[config.mk]
export PLATFORM = sky130hd
export DESIGN_NAME = trigger_clk_ctrl_flat
export DESIGN_NICKNAME = d
export VERILOG_FILES = /design/src/rtl/trigger_clk_ctrl_if.sv /design/src/rtl/trigger_clk_ctrl.sv /design/src/flat_wrapper.sv
export SDC_FILE = /design/constraint.sdc
export NUM_CORES = 1
export LEC_CHECK = 0
export ABC_AREA = 1
export BUFFER_PORTS_ARGS = -buffer_cell sky130_fd_sc_hd__buf_4
export CORE_MARGIN = 5
export CORE_UTILIZATION = 50
export DETAILED_ROUTE_END_ITERATION = 10
export PLACE_DENSITY = 0.87
export SETUP_SLACK_MARGIN = 0.02
export SYNTH_ARGS = -nofsm -noshare
export SYNTH_HDL_FRONTEND = slang
export SYNTH_SLANG_ARGS = --single-unit
export TNS_END_PERCENT = 50
[constraint.sdc]
create_clock -name usb_clk -period 2.29 [get_ports usb_clk]
set_clock_uncertainty 0.15 [all_clocks]
set_input_delay 0.229 -clock usb_clk [delete_from_list [all_inputs] [get_ports usb_clk]]
set_output_delay 0.229 -clock usb_clk [all_outputs]
set_load 0.02 [all_outputs]
[src/rtl/trigger_clk_ctrl_if.sv]
// MMCM-side bundle for the trigger-clock sequencer:
// dynamic phase shift, DRP access, reset and lock.
interface trigger_clk_ctrl_if;
  logic        O_psen;
  logic        O_psincdec;
  logic        I_psdone;
  logic [6:0]  O_drp_addr;
  logic [15:0] O_drp_din;
  logic        O_drp_den;
  logic        O_drp_dwe;
  logic [15:0] I_drp_dout;
  logic        I_drp_drdy;
  logic        O_drp_reset;
  logic        I_locked;

  modport master (
    output O_psen, O_psincdec,
    output O_drp_addr, O_drp_din,
    output O_drp_den, O_drp_dwe,
    output O_drp_reset,
    input  I_psdone, I_drp_dout,
    input  I_drp_drdy, I_locked
  );

  modport slave (
    input  O_psen, O_psincdec,
    input  O_drp_addr, O_drp_din,
    input  O_drp_den, O_drp_dwe,
    input  O_drp_reset,
    output I_psdone, I_drp_dout,
    output I_drp_drdy, I_locked
  );
endinterface

[src/rtl/trigger_clk_ctrl.sv]
// Trigger-clock MMCM sequencer: turns register pulses into
// phase shifts, DRP reads and DRP writes with reset/relock.
module trigger_clk_ctrl #(
  parameter int pPS_WIDTH      = 12,
  parameter int pPHASE_WIDTH   = 16,
  parameter int pTIMEOUT_WIDTH = 16
) (
  input  logic                           usb_clk,
  input  logic                           reset_n,
  input  logic                           I_ps_req,
  input  logic signed [pPS_WIDTH-1:0]    I_ps_steps,
  input  logic                           I_drp_req,
  input  logic                           I_drp_we,
  input  logic [6:0]                     I_drp_addr,
  input  logic [15:0]                    I_drp_wdata,
  input  logic                           I_error_clear,
  output logic                           O_busy,
  output logic                           O_done,
  output logic [15:0]                    O_drp_rdata,
  output logic signed [pPHASE_WIDTH-1:0] O_phase,
  output logic                           O_error,
  output logic                           O_req_dropped,
  trigger_clk_ctrl_if.master             mmcm
);

  typedef enum logic [2:0] {
    IDLE, PS_PULSE, PS_WAIT,
    DRP_RST, DRP_ACC, DRP_WAIT, LOCK_WAIT
  } state_t;

  state_t                    state;
  logic [pPS_WIDTH-1:0]      remain;
  logic [pPS_WIDTH-1:0]      mag;
  logic                      we;
  logic [pTIMEOUT_WIDTH-1:0] tcnt;
  logic                      tmo;
  logic                      fin;
  logic                      fail;

  assign tmo    = &tcnt;
  assign O_busy = (state != IDLE);
  assign mag    = I_ps_steps[pPS_WIDTH-1]
                ? -I_ps_steps : I_ps_steps;

  // fin: operation ends this cycle; fail: it ends in error
  always_comb begin
    fin  = 1'b0;
    fail = 1'b0;
    unique case (state)
      PS_WAIT: begin
        if (!mmcm.I_locked) begin
          fin  = 1'b1;
          fail = 1'b1;
        end else if (mmcm.I_psdone) begin
          fin = (remain == pPS_WIDTH'(1));
        end else if (tmo) begin
          fin  = 1'b1;
          fail = 1'b1;
        end
      end
      DRP_WAIT: begin
        if (mmcm.I_drp_drdy) begin
          fin = !we;
        end else if (tmo) begin
          fin  = 1'b1;
          fail = 1'b1;
        end
      end
      LOCK_WAIT: begin
        if (mmcm.I_locked) begin
          fin = 1'b1;
        end else if (tmo) begin
          fin  = 1'b1;
          fail = 1'b1;
        end
      end
      default: ;
    endcase
  end

  always_ff @(posedge usb_clk or negedge reset_n) begin
    if (!reset_n) begin
      state            <= IDLE;
      remain           <= '0;
      we               <= 1'b0;
      tcnt             <= '0;
      O_done           <= 1'b0;
      O_drp_rdata      <= '0;
      O_phase          <= '0;
      O_error          <= 1'b0;
      O_req_dropped    <= 1'b0;
      mmcm.O_psen      <= 1'b0;
      mmcm.O_psincdec  <= 1'b0;
      mmcm.O_drp_addr  <= '0;
      mmcm.O_drp_din   <= '0;
      mmcm.O_drp_den   <= 1'b0;
      mmcm.O_drp_dwe   <= 1'b0;
      mmcm.O_drp_reset <= 1'b0;
    end else begin
      O_done <= 1'b0;
      tcnt   <= '0;
      unique case (state)
        IDLE: begin
          if (I_drp_req) begin
            we              <= I_drp_we;
            mmcm.O_drp_addr <= I_drp_addr;
            mmcm.O_drp_din  <= I_drp_wdata;
            if (I_drp_we) begin
              mmcm.O_drp_reset <= 1'b1;
              state            <= DRP_RST;
            end else begin
              mmcm.O_drp_den <= 1'b1;
              mmcm.O_drp_dwe <= 1'b0;
              state          <= DRP_ACC;
            end
            if (I_ps_req) O_req_dropped <= 1'b1;
          end else if (I_ps_req) begin
            if (I_ps_steps == '0) begin
              O_done <= 1'b1;
            end else begin
              remain          <= mag;
              mmcm.O_psincdec <= !I_ps_steps[pPS_WIDTH-1];
              mmcm.O_psen     <= 1'b1;
              state           <= PS_PULSE;
            end
          end
        end
        PS_PULSE: begin
          mmcm.O_psen <= 1'b0;
          state       <= PS_WAIT;
        end
        PS_WAIT: begin
          if (mmcm.I_locked && mmcm.I_psdone) begin
            O_phase <= mmcm.O_psincdec
                     ? O_phase + pPHASE_WIDTH'(1)
                     : O_phase - pPHASE_WIDTH'(1);
            remain  <= remain - pPS_WIDTH'(1);
            if (remain != pPS_WIDTH'(1)) begin
              mmcm.O_psen <= 1'b1;
              state       <= PS_PULSE;
            end
          end else if (mmcm.I_locked && !tmo) begin
            tcnt <= tcnt + pTIMEOUT_WIDTH'(1);
          end
        end
        DRP_RST: begin
          mmcm.O_drp_den <= 1'b1;
          mmcm.O_drp_dwe <= 1'b1;
          state          <= DRP_ACC;
        end
        DRP_ACC: begin
          mmcm.O_drp_den <= 1'b0;
          mmcm.O_drp_dwe <= 1'b0;
          state          <= DRP_WAIT;
        end
        DRP_WAIT: begin
          if (mmcm.I_drp_drdy) begin
            if (we) begin
              mmcm.O_drp_reset <= 1'b0;
              O_phase          <= '0;
              state            <= LOCK_WAIT;
            end else begin
              O_drp_rdata <= mmcm.I_drp_dout;
            end
          end else if (!tmo) begin
            tcnt <= tcnt + pTIMEOUT_WIDTH'(1);
          end
        end
        LOCK_WAIT: begin
          if (!mmcm.I_locked && !tmo)
            tcnt <= tcnt + pTIMEOUT_WIDTH'(1);
        end
      endcase

      if (state != IDLE && (I_ps_req || I_drp_req))
        O_req_dropped <= 1'b1;

      if (fin) begin
        state            <= IDLE;
        O_done           <= 1'b1;
        mmcm.O_psen      <= 1'b0;
        mmcm.O_psincdec  <= 1'b0;
        mmcm.O_drp_addr  <= '0;
        mmcm.O_drp_din   <= '0;
        mmcm.O_drp_den   <= 1'b0;
        mmcm.O_drp_dwe   <= 1'b0;
        mmcm.O_drp_reset <= 1'b0;
        if (fail) O_error <= 1'b1;
      end

      // clear wins over a same-cycle set
      if (I_error_clear) begin
        O_error       <= 1'b0;
        O_req_dropped <= 1'b0;
      end
    end
  end

endmodule

[src/flat_wrapper.sv]
// flat-port wrapper written by rule: the top's interface ports become plain ports
module trigger_clk_ctrl_flat 
#(
  parameter int pPS_WIDTH      = 12,
  parameter int pPHASE_WIDTH   = 16,
  parameter int pTIMEOUT_WIDTH = 16
)
  (usb_clk, reset_n, I_ps_req, I_ps_steps, I_drp_req, I_drp_we, I_drp_addr, I_drp_wdata, I_error_clear, O_busy, O_done, O_drp_rdata, O_phase, O_error, O_req_dropped, mmcm_O_psen, mmcm_O_psincdec, mmcm_O_drp_addr, mmcm_O_drp_din, mmcm_O_drp_den, mmcm_O_drp_dwe, mmcm_O_drp_reset, mmcm_I_psdone, mmcm_I_drp_dout, mmcm_I_drp_drdy, mmcm_I_locked);
  trigger_clk_ctrl_if mmcm_i ();
  input  logic usb_clk;
  input  logic reset_n;
  input  logic I_ps_req;
  input  logic signed [pPS_WIDTH-1:0] I_ps_steps;
  input  logic I_drp_req;
  input  logic I_drp_we;
  input  logic [6:0] I_drp_addr;
  input  logic [15:0] I_drp_wdata;
  input  logic I_error_clear;
  output logic O_busy;
  output logic O_done;
  output logic [15:0] O_drp_rdata;
  output logic signed [pPHASE_WIDTH-1:0] O_phase;
  output logic O_error;
  output logic O_req_dropped;
  output wire logic [$bits(mmcm_i.O_psen)-1:0] mmcm_O_psen;
  output wire logic [$bits(mmcm_i.O_psincdec)-1:0] mmcm_O_psincdec;
  output wire logic [$bits(mmcm_i.O_drp_addr)-1:0] mmcm_O_drp_addr;
  output wire logic [$bits(mmcm_i.O_drp_din)-1:0] mmcm_O_drp_din;
  output wire logic [$bits(mmcm_i.O_drp_den)-1:0] mmcm_O_drp_den;
  output wire logic [$bits(mmcm_i.O_drp_dwe)-1:0] mmcm_O_drp_dwe;
  output wire logic [$bits(mmcm_i.O_drp_reset)-1:0] mmcm_O_drp_reset;
  input wire logic [$bits(mmcm_i.I_psdone)-1:0] mmcm_I_psdone;
  input wire logic [$bits(mmcm_i.I_drp_dout)-1:0] mmcm_I_drp_dout;
  input wire logic [$bits(mmcm_i.I_drp_drdy)-1:0] mmcm_I_drp_drdy;
  input wire logic [$bits(mmcm_i.I_locked)-1:0] mmcm_I_locked;
  assign mmcm_O_psen = mmcm_i.O_psen;
  assign mmcm_O_psincdec = mmcm_i.O_psincdec;
  assign mmcm_O_drp_addr = mmcm_i.O_drp_addr;
  assign mmcm_O_drp_din = mmcm_i.O_drp_din;
  assign mmcm_O_drp_den = mmcm_i.O_drp_den;
  assign mmcm_O_drp_dwe = mmcm_i.O_drp_dwe;
  assign mmcm_O_drp_reset = mmcm_i.O_drp_reset;
  assign mmcm_i.I_psdone = mmcm_I_psdone;
  assign mmcm_i.I_drp_dout = mmcm_I_drp_dout;
  assign mmcm_i.I_drp_drdy = mmcm_I_drp_drdy;
  assign mmcm_i.I_locked = mmcm_I_locked;
  trigger_clk_ctrl #(.pPS_WIDTH(pPS_WIDTH), .pPHASE_WIDTH(pPHASE_WIDTH), .pTIMEOUT_WIDTH(pTIMEOUT_WIDTH)) u_core (.usb_clk(usb_clk), .reset_n(reset_n), .I_ps_req(I_ps_req), .I_ps_steps(I_ps_steps), .I_drp_req(I_drp_req), .I_drp_we(I_drp_we), .I_drp_addr(I_drp_addr), .I_drp_wdata(I_drp_wdata), .I_error_clear(I_error_clear), .O_busy(O_busy), .O_done(O_done), .O_drp_rdata(O_drp_rdata), .O_phase(O_phase), .O_error(O_error), .O_req_dropped(O_req_dropped), .mmcm(mmcm_i));
endmodule
Yosys cells after proc, flatten, opt, wreduce, memory -nomap -nowiden
Cells that the tools add are included.
{ "totals": {"word_cells": 172, "in_bits": 60, "ff_bits": 95} }
{ "op_classes": {"bitwise_logic": 1, "add_sub_neg": 5, "n_eq_ne": 28, "n_mux": 83, "n_reduce_logical": 39} }
{ "ops": {"columns": ["op", "n"], "rows": [
  ["$mux W16", 12],
  ["$mux W12", 5],
  ["$pmux W16 S3", 1],
  ["$mux W1", 44],
  ["$pmux W16 S2", 1],
  ["$mux W3", 9],
  ["$pmux W12 S2", 1],
  ["$mux W7", 3],
  ["$ne A3 B2 Y1 const B", 7],
  ["$pmux W3 S6", 1],
  ["$add A16 B1 Y16 const B", 1],
  ["$add A16 B2 Y16 const B", 1],
  ["$reduce_and A16 Y1", 1],
  ["$sub A16 B2 Y16 const B", 1],
  ["$pmux W1 S3", 5],
  ["$reduce_bool A3 Y1", 5],
  ["$reduce_bool A2 Y1", 7],
  ["$eq A12 B1 Y1 const B", 1],
  ["$logic_not A12 Y1", 1],
  ["$ne A12 B1 Y1 const B", 1],
  ["$neg A12 Y12", 1],
  ["$sub A12 B1 Y12 const B", 1],
  ["$reduce_and A5 Y1", 2],
  ["$eq A3 B3 Y1 const B", 3],
  ["19 further kinds", 41]
]} }

Longest topological paths before layout
Gate-level depths: netlist (run 1).
{ "logic_depth": {"word_depth": 8, "depth_mapped": 13} }

Worst setup path before layout (run 1)
No wires, ideal clock.
{ "synth_timing": {"kind": "flip-flop to flip-flop", "start": "register u_core.mmcm.O_psincdec", "end": "register u_core.O_phase[14]", "synth_period_minus_slack_ns": 2.260, "n_path_buf": 0, "arrival_ns": 1.992, "path_stages_with_launch": 13, "path_slack_ns": 0.030, "setup_ns": 0.117, "path_cell_list": "dfrtp_1 -> inv_1 -> fa_1 -> nand3_1 -> nand3_1 -> nand2_1 -> nand2_1 -> o21ai_0 -> inv_1 -> nand3b_1 -> nand3_1 -> nand3_1 -> nand2_1"} }
{ "synth_via": {"elab_chain_cells": 3} }
{ "synth_rtl": {"columns": ["element", "line", "text"], "rows": [
  ["start, declared", "trigger_clk_ctrl_if.sv:17", "output O_psen, O_psincdec,"],
  ["start signal, assigned", "trigger_clk_ctrl.sv:122", "mmcm.O_psincdec <= !I_ps_steps[pPS_WIDTH-1];"],
  ["$mux W16", "trigger_clk_ctrl.sv:135", "? O_phase + pPHASE_WIDTH'(1)"],
  ["$mux W16", "trigger_clk_ctrl.sv:133", "if (mmcm.I_locked && mmcm.I_psdone) begin"],
  ["$pmux W16 S2", "trigger_clk_ctrl.sv:102", "unique case (state)"],
  ["end signal, assigned", "trigger_clk_ctrl.sv:134", "O_phase <= mmcm.O_psincdec"],
  ["end, declared", "trigger_clk_ctrl.sv:20", "output logic signed [pPHASE_WIDTH-1:0] O_phase,"]
]} }
Every way passes these cells. The select of a mux whose other input is x is not followed.
A chain may end at the register's enable or synchronous reset.

Worst setup path in the final report (run 1)
Ends and elaborated chain as after synthesis.

==> results of run 1 <==
## routing by layer
layer / track usage (%) / share of wire (%) / wire length [um]
met2: 40.4 / 50 / 8190
met3: 6.54 / 7.0 / 1160
met1: 28.1 / 41 / 6690
met5: 0 / 0 / 0
met4: 7.60 / 2.7 / 446
## power by group through the flow
| stage | clock, uW | combinational, uW | sequential, uW |
|---|---|---|---|
| 6_report | 1500 | 6220 | 2860 |
| 5_1_grt | 1580 | 6860 | 2920 |
| 4_1_cts | 1520 | 5790 | 2820 |
| 3_5_place_dp | 0 | 5670 | 2820 |
| 3_3_place_gp | 0 | 5510 | 2800 |
| 2_1_floorplan | 0 | 3470 | 3250 |
## flip-flops by register name (all words and copies together) (netlist names)
name	count
u_core.we	1
u_core.mmcm.O_drp_den	1
u_core.mmcm.O_drp_reset	1
u_core.O_error	1
u_core.mmcm.O_drp_addr	7
u_core.mmcm.O_psen	1
u_core.mmcm.O_drp_din	16
u_core.tcnt	16
u_core.remain	12
u_core.O_drp_rdata	16
u_core.state	3
u_core.O_req_dropped	1
u_core.mmcm.O_psincdec	1
u_core.O_phase	16
u_core.mmcm.O_drp_dwe	1
u_core.O_done	1
## through the flow
stage / std cells / worst slack, ps / cell area [um2] / util (%) / hold WS, ps
after floorplan: 730 / 30.2 / 5770 / - / -217
final: 1060 / 120 / 7770 / 68.3 / 33.5
after CTS: 1058 / 51.2 / 7620 / 67.0 / 28.7
after global routing: 1060 / -58.9 / 7770 / 68.3 / 37.3
after global placement: 997 / 12.9 / 6880 / 60.5 / 123
after detailed placement: 997 / -55.2 / 6880 / 60.5 / 124
## cells by family after synthesis
kind of cell	count (synthesis)	synth area share [%]
flip-flops	95	41.2
AND/OR/NAND/NOR	406	33.6
adder cells (fa/ha/maj)	19	4.25
XOR/XNOR	20	3.03
buffers and inverters	84	7.17
AO/OA/AOI/OAI	106	10.8
## cells in the final DEF, fill, tap and decap left out, types with 8 or more instances in the layout
cell type	count
xor2_1	14
inv_1	51
nor2_4	9
buf_4	146
o21ai_0	30
ha_1	11
nand3_1	35
nand3_2	24
o21bai_1	8
nand2_2	10
nor2_1	60
inv_2	10
dlygate4sd3_1	41
dfrtp_1	95
nand4_1	10
o21ai_1	15
a21oi_1	22
nand2_1	231
clkbuf_16	9
## layout make-up
| class | instances | area (um2) |
|---|---|---|
| clock buffers | 10 | 239 |
| clock inverters | 6 | 51.3 |
| fillers | 829 | 3600 |
| inverters | 66 | 262 |
| multi-input cells | 551 | 3110 |
| flip-flops and latches | 95 | 2380 |
| well taps | 143 | 179 |
| repair buffers | 189 | 1550 |
## critical path: cells and delay by family, from the launching register on
kind,cells,cell delay (ps)
simple gates,8,690
flops,1,380
buf+inv,3,350
fa+ha+maj,1,420
compound gates,1,90
## what timing repair did
item | CTS | global route
endpoints found under the setup margin | 6 | 20
pin swaps | 0 | 3
hold endpoints to repair | 82 | 0
resized for setup | 1 | 28
setup buffers | 4 | 2
hold buffers | 41 | 0
## worst paths after layout
kind | from | endpoint
worst min register to register | u_core.tcnt[0] | u_core.tcnt[0]
worst min-delay path | I_drp_we | u_core.we
max in group asynchronous | reset_n | u_core.tcnt[1]
min in group asynchronous | reset_n | u_core.O_phase[0]
worst max-delay path | u_core.mmcm.O_psincdec | u_core.O_phase[14]
worst max register to register | u_core.mmcm.O_psincdec | u_core.O_phase[14]
==> results.toml, run 1 <==
[placement]
hpwl_um = 10900
io_buffers = 123
place_congestion = 0.904

[synthesis]
async_flop_share_pct = 100
yosys.area.top_type = "dfrtp_1"
ys.flop_type = "dfrtp_1"
synth_common_cells = "233 x nand2_1, 95 x dfrtp_1, 60 x nor2_1"
ys_seq_area_share_pct = 41.2
syn_nets = 809
syn_area_um2 = 5770
syn_area_per_cell_um2 = 7.91
syn_inst = 730
synth_edf_count = 0
synth_area_leaders = "dfrtp_1 41%, nand2_1 15%, ha_1 3.9%, nor2_1 3.9%, nand3_2 3.8%"
synth_cell_types = 47
ys_warn_count = 0
synth_top_area_share_pct = 41.2
ys_ff_latch = 95
synth.most_common_cell = "nand2_1"

[final_layout]
layout.nets = 991
area_growth_pct = 34.6
drive_gt1_share_pct = 27.9
n_antenna_cell = 0

[pwr]
power.density_nw_per_um2 = 1360
pwr-share-clk_pct = 14.2
finalPower_uw = 10600
p_sw_uw = 5000
leakage_uw = 0.00399
comb_power_share_pct = 58.8
p_sw_share_pct = 47.2
internal_power_uw = 5590
p_seq_share_pct = 27.0
ir_worst_vdd_mv = 0.756

[setup_path]
cp_cell_sequence = "clkinvlp_4 > buf_4 > fa_2 > nand3_2 > nand3_2 > nand2_1 > nand2_1 > o21ai_2 > inv_1 > nand3b_1 > nand3_1 > nand3_1 > nand2_1"
cpMostUsedCell = "nand2_1"
start_kind = "flip-flop"
ff2ff_path_depth = 13
cp_slowest_stage_delay_ps = 420
cp-end-kind = "flip-flop"
worstPathRequired_ps = 2380
rrSetupSlack_ps = 120
worstPathMaxFanout = 4
critical_path.slowest_cell = "fa_2"
crit_type = "flip-flop to flip-flop"
critPathArrivalTime_ps = 2260

[floorplanning]
rows = 39
dieArea_um2 = 13800
core_um2 = 11400
dieHeight_um = 117
ioPinCount = 124
start_util_pct = 50.8
dieWidth_um = 117

[detailed_routing]
viasPerCell = 5.28
detail-route-antenna-nets = 0
wl_um = 16500
wire_per_inst_um = 15.6
route.detailed.drc = 0
vias = 5592
first_pass_iters = 5
drt-initial-drc-count = 278

[clock_network]
cts_tree = "built"
clock_latency_ps = 350
cts_htree_levels = 3
clkTransAtPathRegs_ps = 70
cts.sinks = 95
cts_buffers = 9
clockBufferDepth = 2
cts_root_buffer = "clkbuf_16"

[global_routing]
grt_pass1_wl_um = 27000
antenna_found_initial = 0
grt.total_usage_pct = 23.4
overflow = 0
grt_max_degree = 45
first_global_vias = 5693

[timing]
slew_headroom_pct = 59.5
slew_violations = 0
rsz0062_at_grt = "yes"
final.setup.tns_ps = 0
finalCriticalPeriod_ps = 2170
fmax_mhz = 461
finalCritPeriodShare_pct = 94.8
hold_viol = 0
setup_viol = 0
tightest_slew_ps = 607

[run]
drv_cap = 0

[hold_path]
hp-class = "primary input to flip-flop"
hold_depth = 3

[status]
outcome = "complete, no violations"
No activity file was read; power rests on OpenSTA's default activity.
==> inputs of run 2 (changes only) <==
Settings changed: RECOVER_POWER set to 50, SETUP_SLACK_MARGIN 0.02 to not set.
==> run 2 against run 1 <==
  * Non-clock buffer count down 1
  * Critical path depth did not move
  * Fmax shrank 0.53%
  * Clock power is essentially flat
  * Sequential share of layout area is 0.81 points higher
  * Combinational power shrank 4.3%
  * Via count increased by 0.14%
  * Critical endpoint unchanged
==> results.toml, run 2 (same netlist as run 1, synthesis figures left out) <==
[detailed_routing]
dr.max_layer_used = "met4"
route.detailed.drc = 0
detail-route-antenna-nets = 0
first_pass_iters = 5
routed-wl-met2_um = 8150
wl_um = 16500
dr_wl_met3_um = 1140
wire_per_inst_um = 15.6
vias = 5600
viasPerCell = 5.29
drt-initial-drc-count = 291
wl_met1_um = 6750

[floorplanning]
core_um2 = 11400
ioPinCount = 124
rows = 39
start_util_pct = 50.8
dieArea_um2 = 13800
dieHeight_um = 117
dieWidth_um = 117

[final_layout]
fin_cells = 1059
drive_gt1_share_pct = 22.7
area_growth_pct = 31.1
n_antenna_cell = 0
mostFrequentLayoutCells = "231 x nand2_1, 96 x buf_4, 95 x dfrtp_1"
fin_area_um2 = 7570
layout.nets = 990
mostFrequentLayoutCell = "nand2_1"

[global_routing]
grt_max_degree = 45
overflow = 0
first_global_vias = 5693
antenna_found_initial = 0
grt_pass1_wl_um = 27000
grt.total_usage_pct = 23.4

[clock_network]
cts.sinks = 95
clkTransAtPathRegs_ps = 70
cts_root_buffer = "clkbuf_16"
cts_tree = "built"
clock_latency_ps = 350
clockBufferDepth = 2
cts_htree_levels = 3
cts_buffers = 9

[status]
outcome = "complete, no violations"

[setup_path]
worstPathMaxFanout = 4
cpMostUsedCell = "nand2_1"
cp-end-kind = "flip-flop"
path_delay_family = "simple AND/OR/NAND/NOR gates"
worstPathRequired_ps = 2380
cp.buffers_inverters = 3
crit_type = "flip-flop to flip-flop"
critical_path.slowest_cell = "fa_2"
critPathArrivalTime_ps = 2270
cp_slowest_stage_delay_ps = 420
cp_cell_sequence = "clkinvlp_4 > buf_4 > fa_2 > nand3_2 > nand3_2 > nand2_1 > nand2_1 > o21ai_2 > inv_1 > nand3b_1 > nand3_1 > nand3_1 > nand2_1"
start_kind = "flip-flop"

[timing]
slew_violations = 0
hold_viol = 0
finalCriticalPeriod_ps = 2180
rsz0062_at_grt = "yes"
slew_headroom_pct = 24.6
fmax_mhz = 458
tightest_slew_ps = 1130
finalCritPeriodShare_pct = 95.3
setup_ws_ps = 109
setup_viol = 0

[pwr]
finalPower_uw = 10300
power.density_nw_per_um2 = 1360
ir_worst_vdd_mv = 0.728
leakage_uw = 0.00380

[placement]
dpl.cell_count = 997
placed_cell_area_um2 = 6880
io_buffers = 123
place_congestion = 0.904
pre_cts_ws_ps = -55.2
hpwl_um = 10900

[hold_path]
hp-class = "primary input to flip-flop"

[run]
drv_cap = 0
run 2: cell count changes in the layout (fill, tap and decap cells not counted), sizes merged:
| cell | previous run | this run |
|---|---|---|
| clkbuf | 10 | 60 |
| buf | 148 | 97 |
run 2: metal layers:
metal / track usage (%) / vias to the layer above
li1: - / 2739
met1: 28.1 / 2624
met2: 40.4 / 195
met3: 6.54 / 42
met4: 7.60 / 0
met5: 0 / -
run 2: final timing paths:
kind                                   startpoint  slack, ps                     end  cells past startpoint
max                        u_core.mmcm.O_psincdec        110      u_core.O_phase[14]                     13
max in group asynchronous                 reset_n        450  u_core.O_drp_rdata[13]                      3
min                                      I_drp_we         30               u_core.we                      3
min reg2reg                        u_core.tcnt[0]        320          u_core.tcnt[0]                      1
min in group asynchronous                 reset_n        480       u_core.O_phase[0]                      2
max reg2reg                u_core.mmcm.O_psincdec        110      u_core.O_phase[14]                     13
run 2: worst register-to-register path: stages, from the launching register on:
cell and delay (ps):
dfrtp_1 380, clkinvlp_4 130, buf_4 160, fa_2 420
nand3_2 100, nand3_2 110, nand2_1 80, nand2_1 60
o21ai_2 90, inv_1 60, nand3b_1 110, nand3_1 90
nand3_1 100, nand2_1 50
run 2: report_power, final:
part,internal (uW),switching [uW],leakage [uW]
registers,2290,555,0.00123
clock network,785,723,0.000139
logic,2230,3720,0.00243
total,5310,4990,0.00380
run 2: area by class of cell:
type	instances	area, um2
Clock buffer	10	239
Clock inverter	6	51.3
Fill cell	900	3800
Inverter	66	262
Multi-Input combinational cell	551	3110
Sequential cell	95	2380
Tap cell	143	179
Timing Repair Buffer	188	1350
run 2: metrics by stage:
stage / TNS, ps / utilization, % / hold slack [ps]
floorplan: 0 / - / -217
global placement: 0 / 60.5 / 123
detailed placement: -118 / 60.5 / 124
CTS: 0 / 67.0 / 28.7
global route: -109 / 66.6 / 37.3
finish: 0 / 66.6 / 31.7
run 2: repair_timing:
action / 4_1_cts / 5_1_grt
hold buffers: 41 / 0
endpoints found under the hold margin: 82 / 0
setup endpoints to repair: 4 / 11
gates resized for setup: 1 / 28
pin swaps: 0 / 3
buffers inserted: 4 / 1
==> inputs of run 3 (changes only) <==
Settings changed: ABC_AREA 1 to not set, CORE_UTILIZATION 50 to 49, PLACE_DENSITY 0.87 to 0.77.
==> run 3 against run 2 <==
  * The run now ends with setup timing left
  * Register-to-register slack got worse by 290 ps
  * Core utilization increased by 7.7 points
  * Worst hold slack got worse by 5.4 ps
  * Sequential cell count unchanged
  * Clock power decreased by 19%
  * Via count decreased by 5.0%
  * Sequential power decreased by 3%
  * Non-clock buffer count increased by 61
  * Sequential share of layout area decreased by 0.39 points
  * Final area increased by 1.3%
  * Critical path type unchanged
  * Largest power group unchanged
==> results.toml, run 3 <==
[timing]
slew_headroom_pct = 41.9
rsz0062_at_grt = "yes"
setup_ws_ps = -185
hold_viol = 0
tightest_slew_ps = 872
finalCritPeriodShare_pct = 108
fmax_mhz = 404
setup_viol = 10
final.setup.tns_ps = -1450
slew_violations = 0
finalCriticalPeriod_ps = 2480
holdWs_ps = 26.3

[clock_network]
cts_tree = "built"
cts_htree_levels = 3
cts.sinks = 95
cts_root_buffer = "clkbuf_8"
clock_latency_ps = 380
clkTransAtPathRegs_ps = 100
cts_buffers = 9
clockBufferDepth = 2

[synthesis]
ys_warn_count = 0
syn_area_per_cell_um2 = 9.10
synth_cell_types = 60
synth_common_cells = "100 x nand2_1, 95 x dfrtp_1, 59 x o21ai_0"
ys.flop_type = "dfrtp_1"
synth_top_area_share_pct = 46.0
syn_area_um2 = 5170
async_flop_share_pct = 100
syn_nets = 647
synth.most_common_cell = "nand2_1"
yosys.area.top_type = "dfrtp_1"
ys_ff_latch = 95
synth_edf_count = 0
ys_seq_area_share_pct = 46.0
synth_area_leaders = "dfrtp_1 46%, nand2_1 7.3%, o21ai_0 5.7%, ha_1 4.4%, mux2_2 3.5%"
syn_inst = 568

[final_layout]
drive_gt1_share_pct = 32.1
fill_cells = 723
n_antenna_cell = 0
area_growth_pct = 48.4
layout.nets = 882
seq_area_um2 = 2380
multiInputGateArea_um2 = 2900
mostFrequentLayoutCells = "169 x buf_4, 99 x nand2_1, 94 x dfrtp_1"
post-route-util_pct = 74.3
mostFrequentLayoutCell = "buf_4"

[pwr]
p_sw_share_pct = 43.8
pwr-share-clk_pct = 11.7
power.density_nw_per_um2 = 1360
internal_power_uw = 5860
p_seq_share_pct = 26.6
comb_power_share_pct = 61.7
leakage_uw = 0.00350
ir_worst_vdd_mv = 0.780
p_sw_uw = 4570

[global_routing]
antenna_found_initial = 0
grt.total_usage_pct = 24.8
overflow = 0
first_global_vias = 5466
grt_max_degree = 65
grt_pass1_wl_um = 25900

[detailed_routing]
vias = 5322
drt-initial-drc-count = 409
route.detailed.drc = 0
detail-route-antenna-nets = 0
viasPerCell = 5.64
wl_um = 16300
first_pass_iters = 5
wire_per_inst_um = 17.2

[floorplanning]
ioPinCount = 124
core_um2 = 10300
dieArea_um2 = 12700
start_util_pct = 50.1
rows = 37
dieWidth_um = 113
dieHeight_um = 113

[setup_path]
cp-end-kind = "flip-flop"
start_kind = "flip-flop"
worstPathRequired_ps = 2410
critPathArrivalTime_ps = 2590
crit_type = "flip-flop to flip-flop"
worstPathMaxFanout = 4

[hold_path]
hp-class = "primary input to flip-flop"

[status]
outcome = "complete, but fails checks"
violations = "setup timing"

[placement]
hpwl_um = 10200
place_congestion = 0.875
pre_cts_ws_ps = -250
io_buffers = 123

[run]
drv_cap = 0
## run 3: repair_timing
item	4_1_cts	5_1_grt
buffers inserted	7	9
pin swaps	20	14
hold endpoints to repair	74	0
hold buffers	43	0
setup endpoints to repair	40	46
gates resized for setup	25	33
cloned	1	1
## run 3: area by class of cell
type | instances | share of cell area [%]
inverter | 15 | 0.783
multi-input combinational | 433 | 37.9
tap | 136 | 2.22
clock inverter | 6 | 0.979
clock buffer | 10 | 1.80
sequential | 95 | 31.0
timing repair buffer | 249 | 25.3
## run 3: final timing paths
path	start	endpoint	slack (ps)	cells after the start
max	u_core.mmcm.O_psincdec	u_core.O_phase[15]	-190	10
min	I_drp_req	u_core.we	30	4
max reg2reg	u_core.mmcm.O_psincdec	u_core.O_phase[15]	-190	10
min reg2reg	u_core.O_req_dropped	u_core.O_req_dropped	360	2
max in group asynchronous	reset_n	u_core.tcnt[5]	320	3
min in group asynchronous	reset_n	u_core.remain[4]	340	2
## run 3: power groups by stage
stage | Clock [uW] | Sequential (uW) | Combinational (uW)
5_1_grt | 1310 | 2850 | 6990
4_1_cts | 1230 | 2740 | 5960
2_1_floorplan | 0 | 3250 | 2740
6_report | 1220 | 2770 | 6440
3_3_place_gp | 0 | 2710 | 5290
3_5_place_dp | 0 | 2750 | 5450
## run 3: logic make-up after synthesis
kind of cell / Yosys count / synth area share, %
xor gates and xnor gates: 33 / 5.59
adders and majority gates: 20 / 4.94
muxes: 17 / 3.68
DFF: 95 / 46.0
and+or+nand+nor: 217 / 19.4
AOI/OAI and AO/OA: 146 / 17.2
buffers and inverters: 40 / 3.10
## run 3: routing by layer
layer  share of wire [%]  track usage [%]  vias up  wire (um)
li1                    -                -     2465          -
met1                  38             29.7     2598       6240
met2                  52             43.9      205       8530
met3                 5.7             4.39       54        922
met4                 3.6             10.7        0        590
met5                   0                0        -          0
## run 3: through the flow
step                      instance area (um2)  power (uW)  cells
final                                    7670       10400    944
after floorplan                          5210        5990    568
after global placement                   6720        8010    868
after detailed placement                 6720        8200    868
after CTS                                7580        9940    934
after global routing                     7670       11100    944
## run 3: worst max-delay path: stages (launching register included)
cell	delay, ps
dfrtp_2	410
clkinvlp_4	180
buf_6	180
ha_4	250
a211oi_4	250
o21a_1	240
nor4b_4	80
o31ai_2	280
xnor2_1	130
a21oi_1	130
o22ai_1	90
